$ cat src/rtl/lc3b_types.sv
// Shared LC-3b word type, fetch FSM state encoding and fetch constants.
package lc3b_types;

    typedef logic [15:0] lc3b_word;

    typedef enum logic [1:0] {
        ST_FETCH = 2'd0,
        ST_HOLD  = 2'd1,
        ST_FLUSH = 2'd2
    } fetch_state_t;

    // BR with no condition codes set never branches.
    localparam lc3b_word NOP_WORD_DEF = 16'h0000;
    localparam lc3b_word PC_STEP      = 16'd2;

    function automatic lc3b_word pc_next(input lc3b_word pc);
        return lc3b_word'(pc + PC_STEP);
    endfunction

endpackage

$ cat src/rtl/fetch_unit_if.sv
// Fetch-stage bundle: hazard/execute controls, instruction memory port, decode register.
interface fetch_unit_if;
    import lc3b_types::*;

    logic     load_pc;
    logic     load_de;
    logic     insert_nop;
    logic     mem_read_a;
    logic     br_taken;
    lc3b_word br_target;
    lc3b_word imem_address;
    logic     imem_read;
    lc3b_word imem_rdata;
    logic     imem_resp;
    logic     mem_resp_a;
    lc3b_word de_ir;
    lc3b_word de_pc;
    logic     de_valid;

    modport slave (
        input  load_pc, load_de, insert_nop, mem_read_a, br_taken, br_target,
        input  imem_rdata, imem_resp,
        output imem_address, imem_read, mem_resp_a, de_ir, de_pc, de_valid
    );

    modport master (
        output load_pc, load_de, insert_nop, mem_read_a, br_taken, br_target,
        output imem_rdata, imem_resp,
        input  imem_address, imem_read, mem_resp_a, de_ir, de_pc, de_valid
    );

endinterface

$ cat src/rtl/fetch_buffer.sv
// One-entry word register that parks a fetched word while decode is stalled.
module fetch_buffer
    import lc3b_types::*;
(
    input  logic     clk,
    input  logic     reset,
    input  logic     i_load,
    input  logic     i_clear,
    input  lc3b_word i_data,
    output lc3b_word o_data,
    output logic     o_valid
);

    lc3b_word r_data;
    logic     r_valid;

    // Clear wins over load so a redirect always empties the entry.
    always_ff @(posedge clk or posedge reset) begin
        if (reset) begin
            r_data  <= '0;
            r_valid <= 1'b0;
        end else if (i_clear) begin
            r_data  <= '0;
            r_valid <= 1'b0;
        end else if (i_load) begin
            r_data  <= i_data;
            r_valid <= 1'b1;
        end
    end

    assign o_data  = r_data;
    assign o_valid = r_valid;

endmodule

$ cat src/rtl/fetch_unit.sv
// LC-3b fetch stage: PC, instruction memory request, redirect handling, decode register.
module fetch_unit
    import lc3b_types::*;
#(
    parameter lc3b_word RESET_PC = 16'h0000,
    parameter lc3b_word NOP_WORD = NOP_WORD_DEF
) (
    input  logic        clk,
    input  logic        reset,
    fetch_unit_if.slave bus
);

    fetch_state_t r_state, w_state_nxt;
    lc3b_word     r_pc, w_pc_nxt;
    lc3b_word     r_target, w_target_nxt;
    lc3b_word     r_de_ir, w_de_ir_nxt;
    lc3b_word     r_de_pc, w_de_pc_nxt;
    logic         r_de_valid, w_de_valid_nxt;
    logic         r_first;
    logic         w_resp;
    logic         w_imem_read;
    logic         w_mem_resp_a;
    logic         w_buf_load, w_buf_clear;
    lc3b_word     w_buf_data;
    logic         w_buf_valid;

    fetch_buffer u_buf (
        .clk     (clk),
        .reset   (reset),
        .i_load  (w_buf_load),
        .i_clear (w_buf_clear),
        .i_data  (bus.imem_rdata),
        .o_data  (w_buf_data),
        .o_valid (w_buf_valid)
    );

    // A response left over from a request abandoned by reset is dropped.
    assign w_resp = bus.imem_resp & ~(r_first & ~bus.mem_read_a);

    always_ff @(posedge clk or posedge reset) begin
        if (reset) begin
            r_state    <= ST_FETCH;
            r_pc       <= RESET_PC;
            r_target   <= '0;
            r_de_ir    <= NOP_WORD;
            r_de_pc    <= RESET_PC;
            r_de_valid <= 1'b0;
            r_first    <= 1'b1;
        end else begin
            r_state    <= w_state_nxt;
            r_pc       <= w_pc_nxt;
            r_target   <= w_target_nxt;
            r_de_ir    <= w_de_ir_nxt;
            r_de_pc    <= w_de_pc_nxt;
            r_de_valid <= w_de_valid_nxt;
            r_first    <= 1'b0;
        end
    end

    always_comb begin
        w_state_nxt    = r_state;
        w_pc_nxt       = r_pc;
        w_target_nxt   = r_target;
        w_de_ir_nxt    = r_de_ir;
        w_de_pc_nxt    = r_de_pc;
        w_de_valid_nxt = r_de_valid;
        w_buf_load     = 1'b0;
        w_buf_clear    = 1'b0;
        w_imem_read    = 1'b0;
        w_mem_resp_a   = 1'b0;

        case (r_state)
            ST_FETCH: begin
                w_imem_read  = bus.mem_read_a;
                w_mem_resp_a = w_resp;
                if (bus.br_taken) begin
                    w_de_ir_nxt    = NOP_WORD;
                    w_de_valid_nxt = 1'b0;
                    // An outstanding request must drain before the redirect takes effect.
                    if (!w_resp && bus.mem_read_a) begin
                        w_target_nxt = bus.br_target;
                        w_state_nxt  = ST_FLUSH;
                    end else begin
                        w_pc_nxt = bus.br_target;
                    end
                end else if (w_resp) begin
                    if (bus.load_de) begin
                        w_de_ir_nxt    = bus.insert_nop ? NOP_WORD : bus.imem_rdata;
                        w_de_pc_nxt    = pc_next(r_pc);
                        w_de_valid_nxt = ~bus.insert_nop;
                        if (bus.load_pc) begin
                            w_pc_nxt = pc_next(r_pc);
                        end
                    end else begin
                        w_buf_load  = 1'b1;
                        w_state_nxt = ST_HOLD;
                    end
                end
            end

            ST_HOLD: begin
                if (bus.br_taken) begin
                    w_pc_nxt       = bus.br_target;
                    w_de_ir_nxt    = NOP_WORD;
                    w_de_valid_nxt = 1'b0;
                    w_buf_clear    = 1'b1;
                    w_state_nxt    = ST_FETCH;
                end else if (bus.load_de) begin
                    w_de_ir_nxt    = bus.insert_nop ? NOP_WORD : w_buf_data;
                    w_de_pc_nxt    = pc_next(r_pc);
                    w_de_valid_nxt = ~bus.insert_nop & w_buf_valid;
                    if (bus.load_pc) begin
                        w_pc_nxt = pc_next(r_pc);
                    end
                    w_buf_clear = 1'b1;
                    w_state_nxt = ST_FETCH;
                end
            end

            ST_FLUSH: begin
                w_imem_read = 1'b1;
                if (bus.br_taken) begin
                    w_target_nxt = bus.br_target;
                end
                // Latest redirect wins, even when it arrives with the draining response.
                if (bus.imem_resp) begin
                    w_pc_nxt    = bus.br_taken ? bus.br_target : r_target;
                    w_state_nxt = ST_FETCH;
                end
            end

            default: begin
                w_state_nxt = ST_FETCH;
            end
        endcase
    end

    assign bus.imem_address = r_pc;
    assign bus.imem_read    = w_imem_read;
    assign bus.mem_resp_a   = w_mem_resp_a;
    assign bus.de_ir        = r_de_ir;
    assign bus.de_pc        = r_de_pc;
    assign bus.de_valid     = r_de_valid;

endmodule

$ cat src/flat_wrapper.sv
// flat-port wrapper written by rule: the top's interface ports become plain ports
module fetch_unit_flat import lc3b_types::*;
#(
    parameter lc3b_word RESET_PC = 16'h0000,
    parameter lc3b_word NOP_WORD = NOP_WORD_DEF
)
  (clk, reset, bus_load_pc, bus_load_de, bus_insert_nop, bus_mem_read_a, bus_br_taken, bus_br_target, bus_imem_rdata, bus_imem_resp, bus_imem_address, bus_imem_read, bus_mem_resp_a, bus_de_ir, bus_de_pc, bus_de_valid);
  fetch_unit_if bus_i ();
  input  logic clk;
  input  logic reset;
  input wire logic [$bits(bus_i.load_pc)-1:0] bus_load_pc;
  input wire logic [$bits(bus_i.load_de)-1:0] bus_load_de;
  input wire logic [$bits(bus_i.insert_nop)-1:0] bus_insert_nop;
  input wire logic [$bits(bus_i.mem_read_a)-1:0] bus_mem_read_a;
  input wire logic [$bits(bus_i.br_taken)-1:0] bus_br_taken;
  input wire logic [$bits(bus_i.br_target)-1:0] bus_br_target;
  input wire logic [$bits(bus_i.imem_rdata)-1:0] bus_imem_rdata;
  input wire logic [$bits(bus_i.imem_resp)-1:0] bus_imem_resp;
  output wire logic [$bits(bus_i.imem_address)-1:0] bus_imem_address;
  output wire logic [$bits(bus_i.imem_read)-1:0] bus_imem_read;
  output wire logic [$bits(bus_i.mem_resp_a)-1:0] bus_mem_resp_a;
  output wire logic [$bits(bus_i.de_ir)-1:0] bus_de_ir;
  output wire logic [$bits(bus_i.de_pc)-1:0] bus_de_pc;
  output wire logic [$bits(bus_i.de_valid)-1:0] bus_de_valid;
  assign bus_i.load_pc = bus_load_pc;
  assign bus_i.load_de = bus_load_de;
  assign bus_i.insert_nop = bus_insert_nop;
  assign bus_i.mem_read_a = bus_mem_read_a;
  assign bus_i.br_taken = bus_br_taken;
  assign bus_i.br_target = bus_br_target;
  assign bus_i.imem_rdata = bus_imem_rdata;
  assign bus_i.imem_resp = bus_imem_resp;
  assign bus_imem_address = bus_i.imem_address;
  assign bus_imem_read = bus_i.imem_read;
  assign bus_mem_resp_a = bus_i.mem_resp_a;
  assign bus_de_ir = bus_i.de_ir;
  assign bus_de_pc = bus_i.de_pc;
  assign bus_de_valid = bus_i.de_valid;
  fetch_unit #(.RESET_PC(RESET_PC), .NOP_WORD(NOP_WORD)) u_core (.clk(clk), .reset(reset), .bus(bus_i));
endmodule
$ cat config.mk
export PLATFORM = sky130hd
export DESIGN_NAME = fetch_unit_flat
export DESIGN_NICKNAME = d
export VERILOG_FILES = /design/src/rtl/lc3b_types.sv /design/src/rtl/fetch_unit_if.sv /design/src/rtl/fetch_buffer.sv /design/src/rtl/fetch_unit.sv /design/src/flat_wrapper.sv
export SDC_FILE = /design/constraint.sdc
export NUM_CORES = 1
export LEC_CHECK = 0
export CORE_MARGIN = 1
export CORE_UTILIZATION = 30
export CTS_CLUSTER_DIAMETER = 120
export DETAILED_ROUTE_END_ITERATION = 12
export GPL_ROUTABILITY_DRIVEN = 0
export PLACE_DENSITY = 0.58
export REMOVE_ABC_BUFFERS = 1
export SYNTH_ARGS = -nofsm -noshare
export SYNTH_HDL_FRONTEND = slang
export SYNTH_HIERARCHICAL = 1
export SYNTH_SLANG_ARGS = --single-unit
$ cat constraint.sdc
create_clock -name clk -period 3.9 [get_ports clk]
set_input_delay 0.78 -clock clk [delete_from_list [all_inputs] [get_ports clk]]
set_output_delay 0.78 -clock clk [all_outputs]
set_load 0.01 [all_outputs]
# After elaboration in Yosys (flattened, before gate mapping)

Index checks and enable logic that the tools add are counted.

$add $sub $neg: 1
Equal/unequal tests: 14
Multiplexer cells: 52
Bitwise operators: 6
Reduce and logical (&&, ||, !) cells: 12

Operators by type and width:

| kind                                                   | count |
|---|---|
| two-way mux 16 bit                                     | 23 |
| one-hot mux 16 bit (2 select lines)                    | 3 |
| one-hot mux 16 bit (3 select lines)                    | 1 |
| adder 16 x 2 -> 16 bit (second input constant)         | 1 |
| two-way mux 1 bit                                      | 15 |
| two-way mux 2 bit                                      | 7 |
| inequality test 3 bit (second input constant)          | 4 |
| AND reduction 4 bit                                    | 3 |
| inequality test 2 bit (second input constant)          | 4 |
| inequality test 3 x 2 -> 1 bit (second input constant) | 2 |
| one-hot mux 2 bit (3 select lines)                     | 1 |
| nonzero test 2 bit                                     | 3 |
| AND reduction 5 bit                                    | 1 |
| inequality test 2 x 1 -> 1 bit (second input constant) | 2 |
| one-hot mux 1 bit (2 select lines)                     | 2 |
| bitwise AND 1 bit                                      | 3 |
| inverter 1 bit                                         | 3 |
| AND reduction 3 bit                                    | 1 |
| nonzero test 3 bit                                     | 1 |
| == test 2 x 1 -> 1 bit (second input constant)         | 1 |
| == test 2 bit (second input constant)                  | 1 |
| logical NOT 2 bit                                      | 1 |
| logical AND 1 bit                                      | 1 |
| logical NOT 1 bit                                      | 1 |

Bits in registers: 85
Input bits: 40
Word-level logic and storage cells: 94

# Longest topological paths before layout

Gate-level depths: netlist of the first run.

Depth in word-level cells: 9
Depth in mapped cells: 8

# By module

The synthesis of the first run kept the hierarchy.

By module, submodules not included:

| module       | times used | cells each | area each (um^2) | sequential area each (um^2) |
|---|---|---|---|---|
| fetch_unit   | 1          | 326        | 3453.3           | 1702.9 |
| fetch_buffer | 1          | 56         | 698.2            | 425.4 |

# Worst setup path before layout of the first run

OpenSTA, ideal clock, no wires.

Path type: in2reg
From: input bus_mem_read_a
To: register u_core.r_de_ir[10] (netlist: u_core/bus.de_ir[10])
Setup time: 125 ps
Arrival: 1952 ps
Required time: 3775 ps
Slack: 1823 ps
Stages: 6
Cells stage by stage: nand2b_1 > a21o_1 > a21oi_1 > nor2_2 > buf_2 > mux2_2

Word-level cells in the longest chain between the ends: 6

Ends and longest elaborated chain:

| what                                            | RTL line           | RTL |
|---|---|---|
| start, declared                                 | flat_wrapper.sv:14 | `input wire logic [$bits(bus_i.mem_read_a)-1:0] bus_mem_read_a;` |
| inverter 1 bit                                  | fetch_unit.sv:38   | `assign w_resp = bus.imem_resp & ~(r_first & ~bus.mem_read_a);` |
| bitwise AND 1 bit                               | fetch_unit.sv:38   |  |
| inverter 1 bit                                  | fetch_unit.sv:38   |  |
| bitwise AND 1 bit                               | fetch_unit.sv:38   |  |
| inequality test 3 x 2 -> 1 bit (no source line) | n/a                |  |
| AND reduction 4 bit (no source line)            | n/a                |  |
| end signal, assigned                            | fetch_unit.sv:53   | `r_de_ir <= w_de_ir_nxt;` |
| end, declared                                   | fetch_unit.sv:16   | `lc3b_word r_de_ir, w_de_ir_nxt;` |

No other way between the ends.
A chain may end at the register's enable or synchronous reset.

# Worst setup path in the final report of the first run

From: input bus_mem_read_a
To: output bus_mem_resp_a

Word-level cells in the longest chain between the ends: 5

Ends and longest elaborated chain:

| what              | RTL line           | RTL |
|---|---|---|
| inverter 1 bit    | fetch_unit.sv:38   |  |
| bitwise AND 1 bit | fetch_unit.sv:38   |  |
| inverter 1 bit    | fetch_unit.sv:38   |  |
| bitwise AND 1 bit | fetch_unit.sv:38   |  |
| two-way mux 1 bit | fetch_unit.sv:72   | `case (r_state)` |
| end, declared     | flat_wrapper.sv:21 | `output wire logic [$bits(bus_i.mem_resp_a)-1:0] bus_mem_resp_a;` |

No other way between the ends.

==> results of run 1 <==
[final timing paths]
kind,endpoint,cells after the start,from
hold reg to reg,u_core/bus.de_pc[14]$_DFFE_PP0P_,2,u_core/bus.de_pc[14]$_DFFE_PP0P_
min in group asynchronous,u_core/bus.de_ir[3]$_DFFE_PP0P_,2,reset
hold / removal,u_core/bus.de_pc[14]$_DFFE_PP0P_,2,u_core/bus.de_pc[14]$_DFFE_PP0P_
setup / recovery,bus_mem_resp_a,5,bus_mem_read_a
setup reg to reg,u_core/bus.de_ir[6]$_DFFE_PP0P_,4,u_core/r_state[1]$_DFFE_PP0P_
max in group asynchronous,u_core/r_first$_DFF_PP1_,3,reset
[power groups by stage]
stage	sequential [mW]	clock [mW]	combinational (mW)
2_1_floorplan	1.26	0	0.333
3_5_place_dp	1.24	0	0.751
4_1_cts	1.23	1.02	0.754
5_1_grt	1.26	1.06	0.818
6_report	1.23	0.990	0.744
3_3_place_gp	1.24	0	0.738
[final cells by class]
cell class / count / area [um2] / share of cell area [%]
Timing Repair Buffer: 98 / 973 / 17.5
Multi-Input combinational cell: 267 / 1870 / 33.7
Clock buffer: 12 / 246 / 4.44
Clock inverter: 4 / 95.1 / 1.71
Sequential cell: 85 / 2130 / 38.3
Inverter: 6 / 22.5 / 0.405
Tap cell: 176 / 220 / 3.96
[flip-flops by register name, indices dropped and copies added (netlist names)]
name,cells
u_core/bus.imem_address,16
u_core/bus.de_ir,16
u_core/u_buf/o_valid,1
u_core/r_target,16
u_core/bus.de_valid,1
u_core/u_buf/o_data,16
u_core/r_first,1
u_core/bus.de_pc,16
u_core/r_state,2
[worst min-delay path: stages (launching register included)]
cell     delay (ns)
dfrtp_1        0.34
nand2_1        0.04
o21ai_0        0.05
[layout by cell type (no fill, tap or decap), types with 3 or more instances in the layout]
cell             instances
xor2_1                   3
nand2_1                 27
a21oi_1                 13
a22o_1                  16
o21ai_0                 21
nand3_1                  8
o22ai_1                  7
buf_4                    7
clkbuf_16                9
clkdlybuf4s50_1         90
and3_1                   5
o22a_1                   7
mux2_2                  35
a2bb2oi_1                5
dfrtp_1                 84
inv_1                    5
mux2_4                   5
xnor2_1                 10
nand4_1                  3
mux2i_1                 18
a31oi_1                  9
nor2_1                  43
bufinv_16                3
[per-stage QoR]
step / worst slack [ns] / instance area [um2] / power [mW] / util (%) / std cells
6_report: 0.774 / 5560 / 2.96 / 41.6 / 648
5_1_grt: 0.657 / 5560 / 3.14 / 41.6 / 648
4_1_cts: 0.768 / 5560 / 3.00 / 41.6 / 648
2_1_floorplan: 1.10 / 4010 / 1.60 / - / 358
3_5_place_dp: 0.770 / 5220 / 2.00 / 39.1 / 632
3_3_place_gp: 0.826 / 5220 / 1.97 / 39.1 / 632
[per-layer routing]
metal / up-vias / global-route usage [%]
met1: 1561 / 20.2
met4: 0 / 4.69
met2: 119 / 25.1
met5: - / 0
met3: 16 / 5.42
li1: 1540 / -
[kinds of logic after synthesis]
group	synth area share, %
mux	15.9
xor+xnor	2.74
compound gates	14.4
flops	51.3
fa+ha+maj	0.301
other cells	0.0903
simple gates	11.4
buf+inv	3.89
==> run_results.csv, run 1 <==
group,metric,value,unit
outcome,status,"finished, final reports clean",
timing,max_freq,320,MHz
logic_synthesis,synth-edff-count,0,
timing,timing_hold_violations_final,0,
timing,drv_slew,0,
layout,drive_gt1_share,14.6,%
routing,drt_iter0_markers,183,
cts,htreeDepth,3,
cts,cts_setup_buffers,0,
routing,drt.antenna.violating_nets,0,
die,rows,42,
die,io_pins,91,
logic_synthesis,synth_common_cells,"84 x dfrtp_1, 43 x nor2_1, 35 x mux2_2",
logic_synthesis,netlist_area,4150,um2
timing,period_share,80.2,%
power_and_ir_drop,swShare,27.7,%
cts,cts-root-buf,"clkbuf_16",
min_path,min-delay-path-class,"register to register",
cts,cts_tree,"yes",
timing,worst_pin_slew,1.22,ns
critical_path,worstPathRequired,3.12,ns
placement,port_buffers,90,
timing,maxSlewHeadroom,18.0,%
routing,drcViolationCount,0,
power_and_ir_drop,power_frac_seq,41.5,%
power_and_ir_drop,p_clk_share,33.4,%
routing,wl_met2,4920,um
global_routing,overflow,0,
logic_synthesis,synth.most_common_cell,"dfrtp_1",
logic_synthesis,synth_cells,382,
routing,dr.pass1.iters,4,
timing,rsz0062_at_grt,"no",
power_and_ir_drop,power_density,533,nW/um2
cts,clkTransAtPathRegs,0.06,ns
critical_path,end_kind,"output pin",
logic_synthesis,synth.area.top_cells,"dfrtp_1 51%, mux2_2 9.5%, mux2i_1 4.3%",
cts,cts_made_buffers,9,
die,die_area,14300,um2
routing,via_count,3236,
critical_path,slowest_stage,"clkdlybuf4s50_1",
timing,setup-tns-final,0,ns
critical_path,crit_family,"buffers and inverters",
die,fp.coreArea,13300,um2
routing,via_per_inst,4.99,
critical_path,critPathMaxFanout,6,
timing,setup_violations,0,
run,drv_cap,0,
cts,clock_path_buffers,2,
critical_path,crit_top_cell,"clkdlybuf4s50_1",
logic_synthesis,synth_top_area_cell,"dfrtp_1",
routing,avgRoutedWirePerCell,16.4,um
logic_synthesis,async_reset_ff_share,100,%
layout,n_fill_cell,1282,
critical_path,worstPathCellList,"clkdlybuf4s50_1 > nand2b_1 > nand2_1 > nor3_1 > clkdlybuf4s50_1",
die,die_height,120,um
global_routing,grt_pass1_wl,17500,um
timing,fin_crit,3.13,ns
logic_synthesis,yosysSeqAreaShare,51.3,%
timing,worst_hold_slack,0.474,ns
cts,cts_resized,0,
timing,finalClockSkew,0.00503,ns
critical_path,max_stage_delay,0.58,ns
global_routing,grt_pass1_vias,3319,
power_and_ir_drop,p_leak,2.36,nW
global_routing,track_usage,15.8,%
logic_synthesis,syn_avg_cell_area,10.9,um2
placement,detailed_place_hpwl,7290,um
critical_path,reg2reg_slack,1.66,ns
power_and_ir_drop,peakVddDrop,0.245,mV
cts,clk_latency,0.34,ns
layout,final_nets,508,
global_routing,grt_max_degree,42,
routing,drt-met1-wl,4860,um
logic_synthesis,synth.distinct_cells,45,
critical_path,arrival,2.35,ns
die,initial_core_util,31.1,%
power_and_ir_drop,p_comb_share,25.1,%
logic_synthesis,yosys_warnings,6,
power_and_ir_drop,power.internal,2.14,mW
routing,dr_wl_met3,708,um
logic_synthesis,yosysTopAreaCellShare,50.6,%
logic_synthesis,synth_top_flop_cell,"dfrtp_1",
routing,routed.top_layer,"met4",
critical_path,crit_type,"input pin to output pin",
cts,cts_hold_buffers,0,
layout,syn_to_final_growth,33.8,%
power_and_ir_drop,p_sw,821,uW
critical_path,start_kind,"input pin",
global_routing,grt_antenna_before_repair,0,
layout,diodes,0,
logic_synthesis,synth-seq-cells,85,
critical_path,cp_num_buf_inv,2,
routing,wirelength,10600,um
die,die_w,120,um
cts,clkSinkCount,85,
Note: power is estimated with default switching activity, not from simulation.
==> inputs of run 2 (changes only) <==
Settings changed: PLACE_DENSITY 0.58 to 0.6.
Clock period 3.9 ns to 2.7 ns, I/O delays scaled along.
==> run 2 against run 1 <==
Effect of this change:
- clock power is 20% higher
- critical path depth is the same
- non-clock buffer count grew 8
- worst setup slack worse by 0.62 ns
- via count is 0.59% lower
- power is 37% higher
- clock skew grew 0.0017 ns
- sequential share of layout area fell by 0.17 points
- hold slack improved by 0.0039 ns
- largest power group unchanged
==> run_results.csv, run 2 (same netlist as run 1, synthesis figures left out) <==
group,metric,value,unit
power_and_ir_drop,peakVddDrop,0.308,mV
timing,period_share,94.4,%
routing,drcViolationCount,0,
global_routing,grt_pass1_vias,3342,
layout,design_area,5580,um2
cts,clkSinkCount,85,
timing,setup_violations,0,
critical_path,crit_start,"bus_mem_read_a",
cts,clock_path_buffers,2,
die,initial_core_util,31.1,%
cts,htreeDepth,3,
critical_path,worstReg2RegStart,"u_core/r_state[1]$_DFFE_PP0P_",
layout,n_fill_cell,1304,
routing,drt_iter0_markers,186,
die,die_height,120,um
power_and_ir_drop,p_leak,2.38,nW
run,drv_cap,0,
timing,fin_crit,2.55,ns
die,rows,42,
cts,clk_latency,0.34,ns
timing,finalClockSkew,0.00672,ns
cts,cts-root-buf,"clkbuf_16",
timing,maxSlewHeadroom,18.9,%
timing,setup_ws,0.152,ns
timing,rsz0062_at_grt,"no",
critical_path,arrival,2.01,ns
routing,wirelength,10600,um
critical_path,reg2regPathDepth,4,
critical_path,end_kind,"output pin",
die,fp.coreArea,13300,um2
routing,dr_wl_met3,575,um
timing,timing_hold_violations_final,0,
routing,drt-met1-wl,4810,um
layout,diodes,0,
cts,cts_made_buffers,9,
placement,placed_cell_area,5300,um2
global_routing,track_usage,15.6,%
global_routing,grt_pass1_wl,17300,um
cts,cts_resized,0,
routing,drt.antenna.violating_nets,0,
timing,worst_pin_slew,1.21,ns
timing,drv_slew,0,
routing,dr.pass1.iters,6,
layout,drive_gt1_share,16.1,%
cts,cts_hold_buffers,0,
power_and_ir_drop,power_density,727,nW/um2
layout,final_cell_mix,"90 x clkdlybuf4s50_1, 84 x dfrtp_1, 43 x nor2_1",
global_routing,grt_max_degree,31,
critical_path,critPathMaxFanout,3,
outcome,status,"finished, final reports clean",
global_routing,overflow,0,
routing,routed.top_layer,"met4",
timing,max_freq,392,MHz
critical_path,crit_type,"input pin to output pin",
critical_path,reg2reg_slack,0.50,ns
placement,detailed_place_hpwl,7570,um
routing,via_count,3217,
global_routing,grt_antenna_before_repair,0,
layout,layout_commonest_cell,"clkdlybuf4s50_1",
cts,clkTransAtPathRegs,0.06,ns
die,die_area,14300,um2
layout,final_nets,516,
critical_path,worstPathRequired,2.16,ns
routing,wl_met2,5130,um
layout,final_util,41.8,%
die,die_w,120,um
critical_path,r2r_end,"u_core/bus.de_ir[3]$_DFFE_PP0P_",
placement,port_buffers,90,
routing,via_per_inst,4.91,
die,io_pins,91,
routing,avgRoutedWirePerCell,16.2,um
placement,preCtsSetupSlack,-0.0120,ns
critical_path,cp-endpoint,"bus_mem_resp_a",
cts,cts_tree,"yes",
min_path,min-delay-path-class,"register to register",
layout,syn_to_final_growth,34.4,%
cts,cts_setup_buffers,0,
critical_path,start_kind,"input pin",
## run 2: cell count changes in the layout (fill, tap and decap cells not counted)
cell        change
buf_12          +2
bufinv_16       -2
clkinvlp_4      +1
clkinv_2        +2
clkbuf_1        -1
clkbuf_8        -1
buf_4           +6
## run 2: critical path, cell delays in order
cell	delay, ns
clkdlybuf4s50_1	0.47
nand2b_1	0.15
nand2_1	0.06
nor3_1	0.20
clkdlybuf4s50_1	0.58
## run 2: report_power, final
part | switching [mW] | leakage (nW) | internal (mW)
clock network | 0.487 | 0.138 | 0.706
registers | 0.222 | 1.05 | 1.55
logic | 0.464 | 1.19 | 0.628
total | 1.17 | 2.38 | 2.89
## run 2: worst min-delay path by stage
stage / end / depth (start not counted) / slack [ns] / from
4_1_cts: u_core/bus.de_pc[6]$_DFFE_PP0P_ / 2 / 0.48 / u_core/bus.de_pc[6]$_DFFE_PP0P_
3_5_place_dp: u_core/bus.de_pc[6]$_DFFE_PP0P_ / 2 / 0.47 / u_core/bus.de_pc[6]$_DFFE_PP0P_
5_1_grt: u_core/r_target[6]$_DFFE_PP0P_ / 1 / 0.52 / u_core/r_target[6]$_DFFE_PP0P_
3_3_place_gp: u_core/bus.de_pc[15]$_DFFE_PP0P_ / 2 / 0.46 / u_core/bus.de_pc[15]$_DFFE_PP0P_
2_1_floorplan: u_core/u_buf/o_valid$_DFFE_PP0P_ / 2 / 0.46 / u_core/u_buf/o_valid$_DFFE_PP0P_
6_report: u_core/bus.de_pc[9]$_DFFE_PP0P_ / 2 / 0.48 / u_core/bus.de_pc[9]$_DFFE_PP0P_
## run 2: stage by stage
| stage | TNS, ns | std cells | total power [mW] | hold slack (ns) |
|---|---|---|---|---|
| CTS | 0 | 655 | 4.12 | 0.483 |
| global route | 0 | 655 | 4.30 | 0.520 |
| detailed placement | -0.0313 | 640 | 2.90 | 0.470 |
| finish | 0 | 655 | 4.06 | 0.478 |
| floorplan | 0 | 358 | 2.31 | 0.455 |
| global placement | 0 | 640 | 2.86 | 0.459 |
## run 2: final cells by class
class | count | area [um2] | share of cell area, %
clock buffer | 10 | 229 | 4.10
clock inverter | 5 | 52.6 | 0.941
inverter | 6 | 22.5 | 0.403
multi-input combinational | 267 | 1870 | 33.5
sequential | 85 | 2130 | 38.1
tap | 176 | 220 | 3.95
timing repair buffer | 106 | 1060 | 19.0
## run 2: routing by layer
metal  global-route usage (%)  vias to the layer above
met4                     4.45                        0
met2                     25.7                       97
met5                        0                        -
met3                     4.09                        6
met1                     20.3                     1565
li1                         -                     1549
==> inputs of run 3 (changes only) <==
Settings changed: CAP_MARGIN set to 20, RECOVER_POWER set to 50.
==> run 3 against run 2 <==
Effect of this change:
- combinational power is 4% lower
- flip-flop and latch count unchanged
- clock skew down 0.0016 ns
- highest routed layer unchanged
- final cell count rose by 0.15%
- sequential share of layout area grew 0.15 points
- via count grew 1.7%
- non-clock buffer count up 1
==> run_results.csv, run 3 (same netlist as run 1, synthesis figures left out) <==
group,metric,value,unit
min_path,min_to,"u_core/bus.de_pc[6]$_DFFE_PP0P_",
critical_path,reg2regPathDepth,5,
cts,cts_made_buffers,9,
die,die_height,120,um
min_path,hold_depth,2,
die,rows,42,
cts,htreeDepth,3,
routing,via_per_inst,4.99,
routing,via_count,3273,
cts,cts_tree,"yes",
timing,setup-tns-final,0,ns
critical_path,max_stage_delay,0.58,ns
routing,drt.antenna.violating_nets,0,
cts,clock_path_buffers,2,
critical_path,crit_type,"input pin to output pin",
placement,port_buffers,90,
global_routing,grt_antenna_before_repair,0,
critical_path,critPathMaxFanout,3,
timing,max_freq,392,MHz
routing,drcViolationCount,0,
min_path,min-delay-path-class,"register to register",
timing,timing_hold_violations_final,0,
global_routing,grtUsageMet1,20.3,%
critical_path,worstPathCellList,"clkdlybuf4s50_1 > nand2b_1 > nand2_1 > nor3_1 > clkdlybuf4s50_1",
global_routing,grt_max_degree,31,
critical_path,worstReg2RegStart,"u_core/r_state[1]$_DFFE_PP0P_",
timing,fin_crit,2.55,ns
layout,final_nets,517,
timing,finalClockSkew,0.00508,ns
critical_path,reg2reg_slack,0.55,ns
die,fp.coreArea,13300,um2
layout,syn_to_final_growth,33.9,%
routing,wirelength,10700,um
timing,period_share,94.4,%
routing,avgRoutedWirePerCell,16.3,um
layout,drive_gt1_share,16.0,%
routing,drt_iter0_markers,204,
global_routing,use_met2,25.7,%
critical_path,start_kind,"input pin",
global_routing,met3_usage,4.09,%
layout,layout_commonest_cell,"dfrtp_1",
timing,setup_violations,0,
power_and_ir_drop,p_leak,2.41,nW
layout,final_cell_mix,"84 x dfrtp_1, 67 x clkdlybuf4s50_1, 43 x nor2_1",
die,io_pins,91,
layout,diodes,0,
cts,cts_setup_buffers,0,
cts,cts-root-buf,"clkbuf_16",
die,die_w,120,um
timing,drv_slew,0,
timing,maxSlewHeadroom,39.1,%
placement,detailed_place_hpwl,7570,um
power_and_ir_drop,fin_total_pwr,4.02,mW
global_routing,grt_pass1_vias,3342,
critical_path,arrival,2.01,ns
run,drv_cap,0,
critical_path,r2r_end,"u_core/bus.imem_address[6]$_DFFE_PP0P_",
cts,cts_hold_buffers,0,
layout,final_util,41.7,%
timing,rsz0062_at_grt,"no",
outcome,status,"finished, final reports clean",
min_path,min_from,"u_core/bus.de_pc[6]$_DFFE_PP0P_",
cts,clkSinkCount,85,
critical_path,crit_family,"buffers and inverters",
global_routing,grt_pass1_wl,17300,um
die,die_area,14300,um2
cts,clkTransAtPathRegs,0.06,ns
timing,worst_pin_slew,0.912,ns
layout,n_fill_cell,1309,
global_routing,track_usage,15.6,%
critical_path,slowest_stage,"clkdlybuf4s50_1",
power_and_ir_drop,power_density,723,nW/um2
cts,clk_latency,0.34,ns
global_routing,top_usage_layer,"met2",
die,initial_core_util,31.1,%
critical_path,worstPathRequired,2.16,ns
critical_path,crit_top_cell,"clkdlybuf4s50_1",
critical_path,end_kind,"output pin",
critical_path,cp_num_buf_inv,2,
cts,cts_resized,0,
routing,dr.pass1.iters,5,
power_and_ir_drop,peakVddDrop,0.310,mV
critical_path,worst-path-stages,5,
global_routing,overflow,0,
-- run 3: worst reg2reg max path: stages (launching register included) --
cell     delay, ns
dfrtp_1       0.61
or3b_1        0.65
buf_4         0.25
mux2_1        0.32
o21ai_1       0.12
a21oi_1       0.08
-- run 3: worst max-delay path by stage --
stage                                  start                                      to  slack [ns]
2_1_floorplan  u_core/r_state[0]$_DFFE_PP0P_  u_core/bus.imem_address[4]$_DFFE_PP0P_        0.09
3_5_place_dp                  bus_mem_read_a         u_core/bus.de_ir[5]$_DFFE_PP0P_       -0.01
4_1_cts                       bus_mem_read_a                          bus_mem_resp_a        0.13
6_report                      bus_mem_read_a                          bus_mem_resp_a        0.15
5_1_grt                       bus_mem_read_a                          bus_mem_resp_a        0.05
3_3_place_gp                  bus_mem_read_a         u_core/bus.de_ir[5]$_DFFE_PP0P_        0.05
-- run 3: area by class of cell --
| class | instances | area, um2 | share of cell area, % |
|---|---|---|---|
| Sequential cell | 85 | 2130 | 38.3 |
| Multi-Input combinational cell | 267 | 1870 | 33.6 |
| Timing Repair Buffer | 107 | 1040 | 18.7 |
| Clock buffer | 10 | 229 | 4.12 |
| Tap cell | 176 | 220 | 3.96 |
| Clock inverter | 5 | 52.6 | 0.945 |
| Inverter | 6 | 22.5 | 0.405 |
-- run 3: metrics by stage --
stage | instance area, um2 | std cells | hold WS (ns) | setup slack (ns)
finish | 5560 | 656 | 0.474 | 0.151
floorplan | 4010 | 358 | 0.455 | 0.0859
global placement | 5300 | 640 | 0.459 | 0.0457
CTS | 5580 | 655 | 0.483 | 0.133
detailed placement | 5300 | 640 | 0.470 | -0.0120
global route | 5560 | 656 | 0.517 | 0.0474
-- run 3: where the power goes --
group	internal, mW	leakage (nW)	switching, mW
Clock	0.707	0.138	0.491
Combinational	0.589	1.22	0.465
Sequential	1.55	1.05	0.217
-- run 3: routing by layer --
layer | routed length, um | share of wire [%]
met1 | 4880 | 46
met2 | 5020 | 47
met3 | 635 | 6.0
met4 | 138 | 1.3
met5 | 0 | 0
